File: config.mk
export PLATFORM = sky130hd
export DESIGN_NAME = robot_move_controller
export DESIGN_NICKNAME = d
export VERILOG_FILES = /design/src/rtl/robot_move_controller.sv
export SDC_FILE = /design/constraint.sdc
export NUM_CORES = 1
export LEC_CHECK = 0
export ABC_AREA = 1
export CORE_MARGIN = 2
export CORE_UTILIZATION = 50
export CTS_CLUSTER_DIAMETER = 150
export CTS_CLUSTER_SIZE = 12
export DETAILED_ROUTE_END_ITERATION = 8
export PLACE_DENSITY_LB_ADDON = 0.3
export SLEW_MARGIN = 20
export SYNTH_ARGS = -nofsm -noshare
export SYNTH_HDL_FRONTEND = slang
export SYNTH_SLANG_ARGS = --single-unit
File: constraint.sdc
create_clock -name clock -period 2.3 [get_ports clock]
set_input_delay 0.23 -clock clock [delete_from_list [all_inputs] [get_ports clock]]
set_output_delay 0.23 -clock clock [all_outputs]
set_load 0.01 [all_outputs]
File: src/rtl/robot_move_controller.sv
// Single-step robot move sequencer: checks the target map cell, moves, blocks,
// or clears debris (writing the cell back to 0) before answering the requester.
module robot_move_controller #(
  parameter int unsigned ROWS      = 11,
  parameter int unsigned COLS      = 20,
  parameter int unsigned START_ROW = 0,
  parameter int unsigned START_COL = 0,
  parameter int unsigned LIGHT_CYC = 3,
  parameter int unsigned MED_CYC   = 6,
  parameter int unsigned HEAVY_CYC = 9
) (
  input  logic       clock,
  input  logic       reset_n,
  input  logic       cmd_valid,
  input  logic [1:0] cmd_dir,
  output logic       cmd_ready,
  output logic       resp_valid,
  output logic [1:0] resp_code,
  output logic       at_black,
  output logic [3:0] pos_row,
  output logic [4:0] pos_col,
  output logic       busy,
  output logic       clearing,
  output logic       map_rd_en,
  output logic [3:0] map_row,
  output logic [4:0] map_col,
  input  logic [3:0] map_rd_data,
  output logic       map_wr_en,
  output logic [3:0] map_wr_data
);

  localparam int unsigned RW    = 4;
  localparam int unsigned CW    = 5;
  localparam int unsigned CNT_W = 8;

  localparam logic [1:0] DIR_N = 2'd0;
  localparam logic [1:0] DIR_E = 2'd1;
  localparam logic [1:0] DIR_S = 2'd2;
  localparam logic [1:0] DIR_W = 2'd3;

  localparam logic [1:0] RC_MOVED         = 2'd0;
  localparam logic [1:0] RC_WALL          = 2'd1;
  localparam logic [1:0] RC_EDGE          = 2'd2;
  localparam logic [1:0] RC_CLEARED_MOVED = 2'd3;

  typedef enum logic [2:0] {
    ST_IDLE, ST_CHECK, ST_EVAL, ST_CLEAR, ST_WRITE, ST_RESP
  } state_e;

  state_e           state_q, state_d;
  logic [RW-1:0]    pos_row_q, pos_row_d;
  logic [CW-1:0]    pos_col_q, pos_col_d;
  logic [RW-1:0]    tgt_row_q, tgt_row_d;
  logic [CW-1:0]    tgt_col_q, tgt_col_d;
  logic             edge_q, edge_d;
  logic [CNT_W-1:0] cnt_q, cnt_d;
  logic             cmd_ready_q, cmd_ready_d;
  logic             resp_valid_q, resp_valid_d;
  logic [1:0]       resp_code_q, resp_code_d;
  logic             at_black_q, at_black_d;
  logic             busy_q, busy_d;
  logic             clearing_q, clearing_d;
  logic             map_rd_en_q, map_rd_en_d;
  logic             map_wr_en_q, map_wr_en_d;
  logic [RW-1:0]    map_row_q, map_row_d;
  logic [CW-1:0]    map_col_q, map_col_d;

  logic [RW-1:0]    tgt_row_c;
  logic [CW-1:0]    tgt_col_c;
  logic             edge_c;

  // Target cell and out-of-bounds flag for the command currently offered.
  always_comb begin
    tgt_row_c = pos_row_q;
    tgt_col_c = pos_col_q;
    edge_c    = 1'b0;
    case (cmd_dir)
      DIR_N: begin
        edge_c    = (pos_row_q == '0);
        tgt_row_c = pos_row_q - RW'(1);
      end
      DIR_E: begin
        edge_c    = (pos_col_q == CW'(COLS - 1));
        tgt_col_c = pos_col_q + CW'(1);
      end
      DIR_S: begin
        edge_c    = (pos_row_q == RW'(ROWS - 1));
        tgt_row_c = pos_row_q + RW'(1);
      end
      DIR_W: begin
        edge_c    = (pos_col_q == '0);
        tgt_col_c = pos_col_q - CW'(1);
      end
      default: ;
    endcase
  end

  always_ff @(posedge clock or negedge reset_n) begin
    if (!reset_n) begin
      state_q      <= ST_IDLE;
      pos_row_q    <= RW'(START_ROW);
      pos_col_q    <= CW'(START_COL);
      tgt_row_q    <= '0;
      tgt_col_q    <= '0;
      edge_q       <= 1'b0;
      cnt_q        <= '0;
      cmd_ready_q  <= 1'b1;
      resp_valid_q <= 1'b0;
      resp_code_q  <= RC_MOVED;
      at_black_q   <= 1'b0;
      busy_q       <= 1'b0;
      clearing_q   <= 1'b0;
      map_rd_en_q  <= 1'b0;
      map_wr_en_q  <= 1'b0;
      map_row_q    <= '0;
      map_col_q    <= '0;
    end else begin
      state_q      <= state_d;
      pos_row_q    <= pos_row_d;
      pos_col_q    <= pos_col_d;
      tgt_row_q    <= tgt_row_d;
      tgt_col_q    <= tgt_col_d;
      edge_q       <= edge_d;
      cnt_q        <= cnt_d;
      cmd_ready_q  <= cmd_ready_d;
      resp_valid_q <= resp_valid_d;
      resp_code_q  <= resp_code_d;
      at_black_q   <= at_black_d;
      busy_q       <= busy_d;
      clearing_q   <= clearing_d;
      map_rd_en_q  <= map_rd_en_d;
      map_wr_en_q  <= map_wr_en_d;
      map_row_q    <= map_row_d;
      map_col_q    <= map_col_d;
    end
  end

  always_comb begin
    state_d = state_q;
    case (state_q)
      ST_IDLE:  if (cmd_valid) state_d = ST_CHECK;
      ST_CHECK: state_d = edge_q ? ST_RESP : ST_EVAL;
      ST_EVAL: begin
        if (map_rd_data == 4'd3 || map_rd_data == 4'd4 || map_rd_data == 4'd5) begin
          state_d = ST_CLEAR;
        end else begin
          state_d = ST_RESP;
        end
      end
      ST_CLEAR: if (cnt_q <= CNT_W'(1)) state_d = ST_WRITE;
      ST_WRITE: state_d = ST_RESP;
      ST_RESP:  state_d = ST_IDLE;
      default:  state_d = ST_IDLE;
    endcase
  end

  // Datapath updates; status strobes are registered from the next state.
  always_comb begin
    pos_row_d   = pos_row_q;
    pos_col_d   = pos_col_q;
    tgt_row_d   = tgt_row_q;
    tgt_col_d   = tgt_col_q;
    edge_d      = edge_q;
    cnt_d       = cnt_q;
    resp_code_d = resp_code_q;
    at_black_d  = at_black_q;
    map_row_d   = map_row_q;
    map_col_d   = map_col_q;
    case (state_q)
      ST_IDLE: begin
        if (cmd_valid) begin
          edge_d    = edge_c;
          tgt_row_d = tgt_row_c;
          tgt_col_d = tgt_col_c;
          if (!edge_c) begin
            map_row_d = tgt_row_c;
            map_col_d = tgt_col_c;
          end
        end
      end
      ST_CHECK: if (edge_q) resp_code_d = RC_EDGE;
      ST_EVAL: begin
        case (map_rd_data)
          4'd0, 4'd2: begin
            pos_row_d   = tgt_row_q;
            pos_col_d   = tgt_col_q;
            resp_code_d = RC_MOVED;
            at_black_d  = (map_rd_data == 4'd2);
          end
          4'd3:    cnt_d = CNT_W'(LIGHT_CYC);
          4'd4:    cnt_d = CNT_W'(MED_CYC);
          4'd5:    cnt_d = CNT_W'(HEAVY_CYC);
          default: resp_code_d = RC_WALL;
        endcase
      end
      ST_CLEAR: cnt_d = cnt_q - CNT_W'(1);
      ST_WRITE: begin
        pos_row_d   = tgt_row_q;
        pos_col_d   = tgt_col_q;
        resp_code_d = RC_CLEARED_MOVED;
        at_black_d  = 1'b0;
      end
      default: ;
    endcase
    cmd_ready_d  = (state_d == ST_IDLE);
    busy_d       = (state_d != ST_IDLE);
    resp_valid_d = (state_d == ST_RESP);
    clearing_d   = (state_d == ST_CLEAR);
    map_rd_en_d  = (state_d == ST_CHECK) && !edge_d;
    map_wr_en_d  = (state_d == ST_WRITE);
  end

  assign cmd_ready   = cmd_ready_q;
  assign resp_valid  = resp_valid_q;
  assign resp_code   = resp_code_q;
  assign at_black    = at_black_q;
  assign pos_row     = pos_row_q;
  assign pos_col     = pos_col_q;
  assign busy        = busy_q;
  assign clearing    = clearing_q;
  assign map_rd_en   = map_rd_en_q;
  assign map_wr_en   = map_wr_en_q;
  assign map_row     = map_row_q;
  assign map_col     = map_col_q;
  assign map_wr_data = '0;

endmodule

==> impl_metrics.py, run 1 <==
metrics = {
    "critical_path": {
        "cp_slowest_cell": "clkdlybuf4s50_1",
        "cp.required_ns": 2.50,
        "crit_top_cell": "nand2_1",
        "critPathLaunchType": "input pin",
        "critPathCaptureType": "flop",
        "cp.arrival_ns": 2.04,
        "critPathTopFamily": "buffers and inverters",
        "crit_path_cell_trace": "clkdlybuf4s50_1 -> nand2_1 -> inv_1 -> ha_1 -> a21oi_1 -> nand3_1 -> nand3_1 -> o21ai_0 -> nand2_1 -> nand2_1",
        "crit_fanout": 7,
        "criticalPathCategory": "input pin to flop",
        "cp_slowest_stage_delay_ns": 0.61,
        "cp.buffers_inverters": 2,
    },
    "status": {
        "status": "finished clean",
    },
    "clocking": {
        "clk_pin_slew_ns": 0.09,
        "postCtsResizedCells": 0,
        "clockRootBuffer": "clkbuf_8",
        "tritoncts": "done",
        "clockBufferDepth": 2,
        "cts.sinks": 48,
        "cts_buffers": 5,
        "clock_latency_ns": 0.30,
        "cts_max_level": 2,
    },
    "synthesis": {
        "syn_area_per_cell_sq_um": 7.894,
        "yosysTopAreaCell": "dfrtp_1",
        "synth_edf_count": 0,
        "yosys.cell_count.top_type": "nand2_1",
        "synth_seq_area_share": 0.4760,
        "synth_top_area_frac": 0.4656,
        "netlist_instances": 320,
        "synth.area.top_cells": "dfrtp_1 (47%), nand2_1 (15%), nand3_1 (5.7%)",
        "yosys_warnings": 0,
        "ys_ff_latch": 48,
        "yosys.cell_types.count": 29,
        "netlist_area_sq_um": 2526,
        "synth-async-reset-ratio": 1.000,
        "synth.top_cells.by_count": "nand2_1 (100), dfrtp_1 (47), inv_1 (31)",
        "ys.flop_type": "dfrtp_1",
    },
    "global_routing": {
        "grt_pass1_wl_microns": 9549,
        "antenna_found_initial": 0,
        "grt_usage": 0.2238,
        "grt_pass1_vias": 2159,
        "grt_max_degree": 21,
        "grt-ovfl-total": 0,
    },
    "die": {
        "die_h_microns": 75.08,
        "die_w_microns": 75.08,
        "io_pins": 40,
        "start_util": 0.5278,
        "num_rows": 25,
        "coreArea_sq_um": 4786,
        "dieArea_sq_um": 5637,
    },
    "cells_and_area": {
        "fin_area_sq_um": 3068,
        "syn_to_final_growth_pct": 21.45,
        "fin_util": 0.6410,
        "n_antenna_cell": 0,
        "instances_no_fill": 431,
        "final_nets": 381,
        "drive_gt1_frac": 0.08516,
    },
    "sta": {
        "grt_setup_unrepaired": "no",
        "finalSetupViolCount": 0,
        "holdWs_ns": 0.3778,
        "fin_skew_ns": 0.006239,
        "fin_tns_setup_ns": 0,
        "slew_headroom": 0.6564,
        "fmax_mhz": 542.3,
        "maxSlewViolCount": 0,
        "layout_worst_path_cycle_share": 0.8017,
        "hold_violations": 0,
        "period_minus_slack_ns": 1.844,
        "tightest_slew_ns": 0.5115,
        "final.setup.worst_slack_ns": 0.4561,
    },
    "pwr": {
        "total_power_mw": 4.000,
        "cellPowerDensity_nw_per_um2": 1304,
        "leakage_nw": 1.543,
        "vdd_drop_max_uv": 686.2,
    },
    "placement": {
        "hpwl_microns": 4109,
        "dp_cells": 422,
        "placed_cell_area_sq_um": 2947,
        "io_buffer_count": 35,
        "preCtsSetupSlack_ns": 0.1447,
        "gp_congestion": 0.9119,
    },
    "route": {
        "drt_iter0_markers": 114,
        "antenna_left": 0,
        "via_count": 2155,
        "drc_errors": 0,
        "wl_per_cell_microns": 12.58,
        "viasPerCell": 5.000,
        "drt_pre_antenna_iters": 4,
        "finalWirelength_microns": 5423,
    },
    "hold_path": {
        "hp-class": "input pin to asynchronous set/reset pin",
    },
    "job": {
        "cap_violations": 0,
    },
}
==> state kept, by name, indices dropped and copies added, names as in the netlist, 2 cells and up <==
register,count
cnt_q,8
map_col,5
map_row,4
pos_col,5
pos_row,4
resp_code,2
state_q,3
tgt_col_q,5
tgt_row_q,4
==> cells in the final DEF (no fill, tap or decap) <==
master             n
dlygate4sd3_1      1
nor2_1            18
buf_4              5
nand2_4            1
nand4_1            3
o21ai_0           18
o21ai_1           17
buf_2              1
nor2_2             2
ha_1               7
fa_1               2
dfrtp_1           47
inv_1             31
clkinvlp_4         1
clkbuf_8           5
xor2_1             3
nand3_2            1
nand3b_1           3
bufinv_16          1
o21a_1             2
nor3_1             5
nand3_4            1
inv_2              9
xnor2_1            1
a21oi_1            7
nand2_1          100
nand3_1           29
dfstp_2            1
conb_1             4
clkdlybuf4s50_1   34
clkinv_2           1
nor2b_1            1
nand2_2            2
==> report_power, final <==
group | switching [mW] | internal [mW]
Clock | 0.289 | 0.322
Combinational | 1.05 | 0.835
Sequential | 0.295 | 1.21
Total | 1.63 | 2.37
==> kinds of logic after synthesis <==
group           Yosys count  synth area share
flops                    48            0.4760
compound gates           44           0.08915
fa+ha+maj                 9           0.05052
xor+xnor                  4           0.01387
buf+inv                  48           0.08222
simple gates            166            0.2868
other cells               1          0.001484
==> final cells by class <==
class / instances / area (sq um)
clock buffer: 5 / 68.82
clock inverter: 3 / 42.54
fill: 423 / 1718
inverter: 40 / 150.1
multi-input combinational: 227 / 1127
sequential: 48 / 1202
tap: 67 / 83.83
timing repair buffer: 41 / 392.9
==> worst reg2reg max path: cells and delay by family, from the launching register on <==
| kind | cells | cell delay, ns |
|---|---|---|
| fa+ha+maj | 1 | 0.47 |
| buf+inv | 2 | 0.21 |
| flops | 1 | 0.46 |
| simple gates | 7 | 0.44 |
==> repair_timing <==
item	4_1_cts	5_1_grt
hold buffers	1	0
endpoints found under the hold margin	13	0
setup buffers	0	0
==> path summary, 6_finish.rpt <==
check / from / end / slack, ns / depth (start not counted)
max: cmd_dir[0] / tgt_col_q[3] / 0.46 / 10
min: reset_n / pos_col[4] / 0.38 / 2
max reg2reg: pos_col[0] / tgt_col_q[4] / 0.62 / 10
min reg2reg: tgt_row_q[0] / pos_row[0] / 0.48 / 2
max in group asynchronous: reset_n / pos_col[2] / 1.32 / 3
min in group clock: tgt_row_q[0] / pos_row[0] / 0.48 / 2
==> per-layer routing <==
metal	part of all wire	track usage	vias to the layer above	routed length, microns
met3	0.032	0.03213	15	172
met4	0.025	0.1111	0	133
met5	0	0	-	0
met1	0.45	0.2884	990	2436
met2	0.49	0.3694	51	2680
li1	-	-	1099	-
No activity file was read; power rests on OpenSTA's default activity.
==> run 2, diff against run 1 <==
--- a/config.mk
+++ b/config.mk
@@ -7,7 +7,7 @@
 export LEC_CHECK = 0
 export ABC_AREA = 1
 export CORE_MARGIN = 2
-export CORE_UTILIZATION = 50
+export CORE_UTILIZATION = 48
 export CTS_CLUSTER_DIAMETER = 150
 export CTS_CLUSTER_SIZE = 12
 export DETAILED_ROUTE_END_ITERATION = 8
==> constraint.sdc (replaced) <==
create_clock -name clock -period 1.6 [get_ports clock]
set_input_delay 0.16 -clock clock [delete_from_list [all_inputs] [get_ports clock]]
set_output_delay 0.16 -clock clock [all_outputs]
set_load 0.01 [all_outputs]
==> impl_metrics.py, run 2 (synthesis results as in run 1) <==
metrics = {
    "cells_and_area": {
        "instances_no_fill": 451,
        "layout_common_cells": "nand2_1 (98), dfrtp_1 (47), clkdlybuf4s50_1 (32)",
        "mostFrequentLayoutCell": "nand2_1",
        "regMostFlops": "cnt_q",
        "final_nets": 399,
        "multiInputGateArea_sq_um": 1151,
        "fin_util": 0.6293,
        "n_antenna_cell": 0,
        "seqCellArea_sq_um": 1202,
        "drive_gt1_frac": 0.1391,
        "largest_register_ffs": 8,
        "fillers": 468,
        "syn_to_final_growth_pct": 27.24,
    },
    "placement": {
        "gp_congestion": 0.9243,
        "hpwl_microns": 4084,
        "io_buffer_count": 35,
        "dp_cells": 443,
    },
    "clocking": {
        "cts_max_level": 2,
        "cts_buffers": 5,
        "clock_latency_ns": 0.29,
        "clockBufferDepth": 2,
        "cts.sinks": 48,
        "clk_pin_slew_ns": 0.09,
        "clockRootBuffer": "clkbuf_8",
        "tritoncts": "done",
    },
    "route": {
        "viasPerCell": 4.951,
        "antenna_left": 0,
        "drc_errors": 0,
        "finalWirelength_microns": 5452,
        "drt_pre_antenna_iters": 4,
        "drt_iter0_markers": 125,
        "via_count": 2233,
        "wl_per_cell_microns": 12.09,
    },
    "sta": {
        "hold_violations": 0,
        "period_minus_slack_ns": 1.520,
        "finalSetupViolCount": 0,
        "grt_setup_unrepaired": "yes",
        "holdWs_ns": 0.3895,
        "fin_tns_setup_ns": 0,
        "layout_worst_path_cycle_share": 0.9500,
        "maxSlewViolCount": 0,
        "fmax_mhz": 657.9,
        "fin_skew_ns": 0.006568,
    },
    "pwr": {
        "total_power_mw": 5.820,
        "vdd_drop_max_uv": 1052,
        "leakage_nw": 1.641,
        "cellPowerDensity_nw_per_um2": 1811,
    },
    "die": {
        "die_h_microns": 76.55,
        "num_rows": 26,
        "dieArea_sq_um": 5859,
        "coreArea_sq_um": 5107,
        "io_pins": 40,
        "start_util": 0.4946,
        "die_w_microns": 76.55,
    },
    "hold_path": {
        "hp-class": "input pin to asynchronous set/reset pin",
    },
    "critical_path": {
        "timing.rr.start": "pos_col[0]",
        "criticalPathCategory": "flop to primary output",
        "critPathCaptureType": "primary output",
        "critPathLaunchType": "flop",
        "cp_slowest_cell": "clkdlybuf4s50_1",
        "setup.worst_path.start": "pos_col[2]",
        "cp_slowest_stage_delay_ns": 0.53,
        "cp.arrival_ns": 1.36,
        "cp.required_ns": 1.44,
        "crit_path_cell_trace": "buf_4 -> clkdlybuf4s50_1",
        "crit_fanout": 4,
    },
    "job": {
        "cap_violations": 0,
    },
    "global_routing": {
        "antenna_found_initial": 0,
        "grt_pass1_wl_microns": 9515,
        "grt_pass1_vias": 2115,
        "grt-ovfl-total": 0,
        "grt_usage": 0.2012,
        "grt_max_degree": 49,
    },
    "status": {
        "status": "finished clean",
    },
}
## run 2: changes by cell type in the layout (fill, tap and decap cells not counted), sizes merged
cell / delta
buf: +18
bufinv: -1
clkbuf: +1
clkdlybuf4s50: -2
clkinvlp: -1
dlymetal6s2s: +2
## run 2: stage by stage
stage	setup slack (ns)	area, sq um
after detailed placement	-0.3515	3098
final	0.08004	3214
after global placement	-0.3218	3098
after CTS	0.002024	3204
after global routing	-0.009328	3214
after floorplan	0.05101	2537
## run 2: what timing repair did
item	in CTS	in global routing
hold endpoints to repair	47	0
setup endpoints to repair	7	14
hold buffers	1	0
setup buffers	0	0
resized for setup	4	5
## run 2: worst paths after layout
kind,end,slack [ns],cells after the start
worst max-delay path,pos_col[2],0.08,2
worst min-delay path,pos_row[1],0.39,3
worst max register to register,map_col[2],0.11,7
min in group clock,pos_row[0],0.48,2
worst min register to register,pos_row[0],0.48,2
max in group asynchronous,cmd_ready,0.91,3
## run 2: layer usage
metal,part of all wire,GRT usage
met4,0.011,0.05818
met2,0.49,0.3451
met3,0.039,0.03436
met1,0.46,0.2626
met5,0,0
## run 2: final cells by class
type | instances | area share
Tap cell | 70 | 0.02725
Timing Repair Buffer | 59 | 0.1697
Clock inverter | 1 | 0.001557
Multi-Input combinational cell | 227 | 0.3581
Inverter | 40 | 0.04671
Clock buffer | 6 | 0.02258
Sequential cell | 48 | 0.3741
## run 2: power breakdown
group          switching [mW]  leakage, nW  total (mW)  internal, mW
sequential              0.361        0.610        2.10          1.74
clock                   0.381       0.0410       0.678         0.298
combinational            1.62        0.990        3.04          1.42
## run 2: critical path: cells and delay by family, from the launching register on
family,cells,cell delay (ns)
buf+inv,2,0.68
flops,1,0.39
==> run 3, diff against run 2 <==
--- a/config.mk
+++ b/config.mk
@@ -12,7 +12,6 @@
 export CTS_CLUSTER_SIZE = 12
 export DETAILED_ROUTE_END_ITERATION = 8
 export PLACE_DENSITY_LB_ADDON = 0.3
-export SLEW_MARGIN = 20
 export SYNTH_ARGS = -nofsm -noshare
 export SYNTH_HDL_FRONTEND = slang
 export SYNTH_SLANG_ARGS = --single-unit
==> results of run 3 <==
Same layout as run 2: the final DEF is identical, and so are final timing and power.
